--- src/rtl/date_pkg.sv ---
// Shared calendar widths, month numbers and the month-length rule used by
// both the advance path and the load check.
package date_pkg;

    localparam int DAY_W  = 5;
    localparam int MON_W  = 4;
    localparam int YEAR_W = 7;

    localparam logic [MON_W-1:0] JAN = 4'd1;
    localparam logic [MON_W-1:0] FEB = 4'd2;
    localparam logic [MON_W-1:0] MAR = 4'd3;
    localparam logic [MON_W-1:0] APR = 4'd4;
    localparam logic [MON_W-1:0] MAY = 4'd5;
    localparam logic [MON_W-1:0] JUN = 4'd6;
    localparam logic [MON_W-1:0] JUL = 4'd7;
    localparam logic [MON_W-1:0] AUG = 4'd8;
    localparam logic [MON_W-1:0] SEP = 4'd9;
    localparam logic [MON_W-1:0] OCT = 4'd10;
    localparam logic [MON_W-1:0] NOV = 4'd11;
    localparam logic [MON_W-1:0] DEC = 4'd12;

    // Year 0 is 2000, so every year divisible by four within the century is leap.
    function automatic logic [DAY_W-1:0] month_len(input logic [MON_W-1:0]  mon,
                                                   input logic [YEAR_W-1:0] year);
        logic [DAY_W-1:0] len;
        case (mon)
            JAN, MAR, MAY, JUL, AUG, OCT, DEC: len = 5'd31;
            APR, JUN, SEP, NOV:                len = 5'd30;
            FEB:                               len = (year[1:0] == 2'b00) ? 5'd29 : 5'd28;
            default:                           len = 5'd0;
        endcase
        return len;
    endfunction

endpackage

--- src/rtl/month_days.sv ---
// Combinational month-length lookup; returns 0 for an invalid month number.
module month_days
    import date_pkg::*;
(
    input  logic [MON_W-1:0]  mon_i,
    input  logic [YEAR_W-1:0] year_i,
    output logic [DAY_W-1:0]  days_o
);

    assign days_o = month_len(mon_i, year_i);

endmodule

--- src/rtl/date_counter.sv ---
// Calendar register: advances one day per inc_day pulse, accepts validated
// parallel loads, and emits month/year/century rollover ticks.
module date_counter
    import date_pkg::*;
#(
    parameter int YEAR_MAX = 99,
    parameter int RST_DAY  = 1,
    parameter int RST_MON  = 1,
    parameter int RST_YEAR = 0
) (
    input  logic              clk_1Hz,
    input  logic              rst,
    input  logic              inc_day,
    input  logic              load,
    input  logic [DAY_W-1:0]  ld_day,
    input  logic [MON_W-1:0]  ld_mon,
    input  logic [YEAR_W-1:0] ld_year,
    output logic [DAY_W-1:0]  out_day,
    output logic [MON_W-1:0]  out_mon,
    output logic [YEAR_W-1:0] out_year,
    output logic              month_tick,
    output logic              year_tick,
    output logic              century_tick,
    output logic              load_err
);

    localparam logic [YEAR_W-1:0] YMAX = YEAR_W'(YEAR_MAX);

    logic [DAY_W-1:0]  day_q, day_d;
    logic [MON_W-1:0]  mon_q, mon_d;
    logic [YEAR_W-1:0] year_q, year_d;
    logic              month_tick_q, month_tick_d;
    logic              year_tick_q, year_tick_d;
    logic              century_tick_q, century_tick_d;
    logic              load_err_q, load_err_d;

    logic [DAY_W-1:0]  cur_len;
    logic [DAY_W-1:0]  ld_len;
    logic              ld_valid;

    month_days u_cur_days (
        .mon_i  (mon_q),
        .year_i (year_q),
        .days_o (cur_len)
    );

    month_days u_ld_days (
        .mon_i  (ld_mon),
        .year_i (ld_year),
        .days_o (ld_len)
    );

    // An out-of-range month yields ld_len == 0, which also fails the day check.
    assign ld_valid = (ld_mon >= JAN) && (ld_mon <= DEC) && (ld_year <= YMAX)
                   && (ld_day != '0) && (ld_day <= ld_len);

    always_comb begin
        day_d          = day_q;
        mon_d          = mon_q;
        year_d         = year_q;
        month_tick_d   = 1'b0;
        year_tick_d    = 1'b0;
        century_tick_d = 1'b0;
        load_err_d     = 1'b0;

        if (load) begin
            if (ld_valid) begin
                day_d  = ld_day;
                mon_d  = ld_mon;
                year_d = ld_year;
            end else begin
                load_err_d = 1'b1;
            end
        end else if (inc_day) begin
            // Using >= lets a stale day beyond the month length recover in one step.
            if (day_q < cur_len) begin
                day_d = day_q + 1'b1;
            end else begin
                day_d        = 5'd1;
                month_tick_d = 1'b1;
                if (mon_q < DEC) begin
                    mon_d = mon_q + 1'b1;
                end else begin
                    mon_d       = JAN;
                    year_tick_d = 1'b1;
                    if (year_q == YMAX) begin
                        year_d         = '0;
                        century_tick_d = 1'b1;
                    end else begin
                        year_d = year_q + 1'b1;
                    end
                end
            end
        end
    end

    always_ff @(posedge clk_1Hz) begin
        if (rst) begin
            day_q          <= DAY_W'(RST_DAY);
            mon_q          <= MON_W'(RST_MON);
            year_q         <= YEAR_W'(RST_YEAR);
            month_tick_q   <= 1'b0;
            year_tick_q    <= 1'b0;
            century_tick_q <= 1'b0;
            load_err_q     <= 1'b0;
        end else begin
            day_q          <= day_d;
            mon_q          <= mon_d;
            year_q         <= year_d;
            month_tick_q   <= month_tick_d;
            year_tick_q    <= year_tick_d;
            century_tick_q <= century_tick_d;
            load_err_q     <= load_err_d;
        end
    end

    assign out_day      = day_q;
    assign out_mon      = mon_q;
    assign out_year     = year_q;
    assign month_tick   = month_tick_q;
    assign year_tick    = year_tick_q;
    assign century_tick = century_tick_q;
    assign load_err     = load_err_q;

endmodule

--- config.mk ---
export PLATFORM = sky130hd
export DESIGN_NAME = date_counter
export DESIGN_NICKNAME = d
export VERILOG_FILES = /design/src/rtl/date_pkg.sv /design/src/rtl/month_days.sv /design/src/rtl/date_counter.sv
export SDC_FILE = /design/constraint.sdc
export NUM_CORES = 1
export LEC_CHECK = 0
export CORE_ASPECT_RATIO = 0.6
export CORE_MARGIN = 2
export CORE_UTILIZATION = 49
export DETAILED_ROUTE_END_ITERATION = 7
export GPL_TIMING_DRIVEN = 0
export HOLD_SLACK_MARGIN = 0.06
export PLACE_DENSITY = 0.76
export RECOVER_POWER = 25
export SLEW_MARGIN = 30
export SYNTH_ARGS = -nofsm -noshare
export SYNTH_HDL_FRONTEND = slang
export SYNTH_SLANG_ARGS = --single-unit
--- constraint.sdc ---
create_clock -name clk_1Hz -period 3.6 [get_ports clk_1Hz]
set_clock_uncertainty 0.1 [all_clocks]
set_input_delay 0.36 -clock clk_1Hz [delete_from_list [all_inputs] [get_ports clk_1Hz]]
set_output_delay 0.36 -clock clk_1Hz [all_outputs]
set_load 0.1 [all_outputs]
==> flow_metrics.tcl <==
set metrics [dict create \
    yosysWarnings 0 \
    start_kind "flip-flop" \
    worstHoldPathType "flip-flop to flip-flop" \
    pre_cts_ws_ps -129 \
    ant_nets 0 \
    async_reset_ff_frac 0 \
    clk_pin_slew_worst_paths_ps 80 \
    dp_cells 270 \
    crit_arrival_ps 3390 \
    num-fill-cells 242 \
    synth_ff_type "dfxtp_1" \
    fin_crit_ps 3320 \
    finalSetupViolCount 0 \
    remaining_drc_errors 0 \
    critPathKind "flip-flop to flip-flop" \
    power_density_mw_per_mm2 394 \
    crit_path_frequent_cell "ha_1" \
    irDropWorstVdd_v 0.000300 \
    cp_max_fo 8 \
    maxSlewViolCount 0 \
    fin_util 0.706 \
    worstMarginPinSlew_ps 978 \
    path_buf_inv 2 \
    cpPeakStageDelay_ps 380 \
    die_height_um 48.2 \
    drt_iter0_drc 168 \
    grt_pass1_vias 1478 \
    crit_chain "inv_1 > ha_1 > o31ai_1 > a22o_1 > a21boi_2 > ha_1 > nand4_1 > a41o_1 > o21ai_4 > nand4_4 > and2_1 > buf_6 > o32ai_2" \
    hold_slack_ps 439 \
    cp-end-kind "flip-flop" \
    grt_pass1_wl_um 7440 \
    placementRows 15 \
    fin_area_sq_mm 0.00211 \
    wirelength_um 4710 \
    overflow 0 \
    via_per_inst 6.04 \
    tns_ps 0 \
    postCtsSetupBuffers 0 \
    syn_area_sq_mm 0.00160 \
    seq_area_sq_um 403 \
    vias 1655 \
    fin_crit_sh 0.922 \
    fp.dieW_um 77.7 \
    syn-num-nets 226 \
    gp_congestion 0.856 \
    fin_nets 269 \
    slew_headroom 0.346 \
    die-area_sq_mm 0.00374 \
    root_buffer "clkbuf_8" \
    design_power_total_uw 830 \
    ys_types 48 \
    hpwlAfterDp_um 3630 \
    power_leakage_nw 0.822 \
    syn2layout_area_growth_pct 32.0 \
    post_cts_resized 0 \
    drive_gt1_frac 0.108 \
    syn_area_per_cell_sq_um 8.40 \
    grt_use_total 0.264 \
    core_sq_mm 0.00298 \
    clk-insertion-delay-late_ps 260 \
    run_status "finished clean" \
    worst_slack_ps 282 \
    crit_family "compound AO/OA/AOI/OAI gates" \
    cts_inserted_buffers 3 \
    avgRoutedWirePerCell_um 17.2 \
    fmax_mhz 301 \
    io_buffer_count 38 \
    crit_required_ps 3670 \
    antennaDiodeCount 0 \
    cts_max_path_buffers 2 \
    start_util 0.535 \
    io_pins 40 \
    cpMaxStageDelayCell "dfxtp_2" \
    h-tree-depth 1 \
    hold_buffers 0 \
    fin_cells 274 \
    syn_inst 190 \
    tritoncts "yes" \
    synth_edf_count 0 \
    grt_max_degree 12 \
    hold_viol_final 0 \
    max_cap_violations 0 \
    rsz0062_at_grt "no" \
    cts_sinks 20 \
    synth_seq_area_share 0.251 \
    synth.ff_latch_count 20 \
    dpl-instance-area_sq_mm 0.00203 \
    antenna_found_initial 0 \
    first_pass_iters 4 \
    multi_input_comb_area_sq_mm 0.00112 \
]
## layout by cell type, fill, tap and decap left out, types with 6 or more instances in the layout
cell type / synthesis / routed
dlygate4sd3_1: 0 / 10
ha_1: 16 / 16
o32ai_2: 5 / 6
nand2b_1: 10 / 10
clkdlybuf4s50_1: 0 / 28
nand2_1: 10 / 10
nor3_1: 7 / 7
a21oi_1: 20 / 20
inv_1: 13 / 13
nor2_1: 16 / 16
dfxtp_1: 20 / 18
## worst paths after layout
check                                    to  slack [ps]  cells past startpoint         from
worst max-delay path            out_year[4]         280                     13   out_mon[0]
worst min-delay path            out_year[6]         440                      2  out_year[6]
worst max register to register  out_year[4]         280                     13   out_mon[0]
worst min register to register  out_year[6]         440                      2  out_year[6]
## cells in the mapped netlist (2+ instances only)
| master | number | share of area |
|---|---|---|
| a21oi_1 | 20 | 0.063 |
| dfxtp_1 | 20 | 0.25 |
| ha_1 | 16 | 0.13 |
| nor2_1 | 16 | 0.038 |
| inv_1 | 13 | 0.031 |
| nand2_1 | 10 | 0.024 |
| nand2b_1 | 10 | 0.039 |
| nor3_1 | 7 | 0.022 |
| clkbuf_1 | 5 | 0.012 |
| o32ai_2 | 5 | 0.051 |
| a211oi_1 | 4 | 0.019 |
| nand3_1 | 4 | 0.013 |
| nor2b_1 | 4 | 0.016 |
| a221oi_1 | 3 | 0.016 |
| mux2i_1 | 3 | 0.019 |
| nor3b_1 | 3 | 0.014 |
| o211ai_1 | 3 | 0.014 |
| o21ai_0 | 3 | 0.0094 |
| o32ai_1 | 3 | 0.016 |
| a211oi_2 | 2 | 0.016 |
| a21boi_0 | 2 | 0.0094 |
| a22oi_1 | 2 | 0.0094 |
| a31oi_1 | 2 | 0.0078 |
| a32oi_1 | 2 | 0.011 |
| and2_1 | 2 | 0.0078 |
| and3_1 | 2 | 0.0078 |
| nand4_1 | 2 | 0.0078 |
| nor4_1 | 2 | 0.0078 |
## worst reg2reg max path: stages, from the launching register on
cell,delay [ps]
dfxtp_2,380
inv_1,90
ha_1,260
o31ai_1,280
a22o_1,220
a21boi_2,260
ha_1,220
nand4_1,130
a41o_1,250
o21ai_4,240
nand4_4,200
and2_1,230
buf_6,140
o32ai_2,250
## final cells by class
cell class | instances | area share
Sequential cell | 20 | 0.191
Inverter | 13 | 0.0232
Clock buffer | 4 | 0.0261
Buffer | 8 | 0.0202
Multi-Input combinational cell | 149 | 0.534
Tap cell | 42 | 0.0250
Timing Repair Buffer | 38 | 0.181
## metal layers
metal / wire [um] / vias to the layer above / track usage
li1: - / 801 / -
met1: 2190 / 776 / 0.371
met2: 2040 / 70 / 0.419
met3: 425 / 8 / 0.0630
met4: 50 / 0 / 0.0643
met5: 0 / - / 0
## power by group
| part | switching (mW) | internal (mW) | leakage [nW] |
|---|---|---|---|
| Sequential | 0.0236 | 0.239 | 0.163 |
| Combinational | 0.266 | 0.130 | 0.630 |
| Clock | 0.0747 | 0.0973 | 0.0288 |
## state kept, by name, indices dropped and copies added (netlist names)
name	flops
out_mon	4
load_err	1
century_tick	1
year_tick	1
out_day	5
month_tick	1
out_year	7
## cell families (layout without fill, tap and decap cells)
kind of cell               after synthesis  after routing  share of synthesized area
muxes                                    3              3                     0.0188
and+or+nand+nor                         65             65                      0.212
DFF                                     20             20                      0.251
adders and majority gates               16             16                      0.125
buffers and inverters                   21             63                     0.0573
AOI/OAI and AO/OA                       65             65                      0.336
Power figures use the tool's default switching activity.
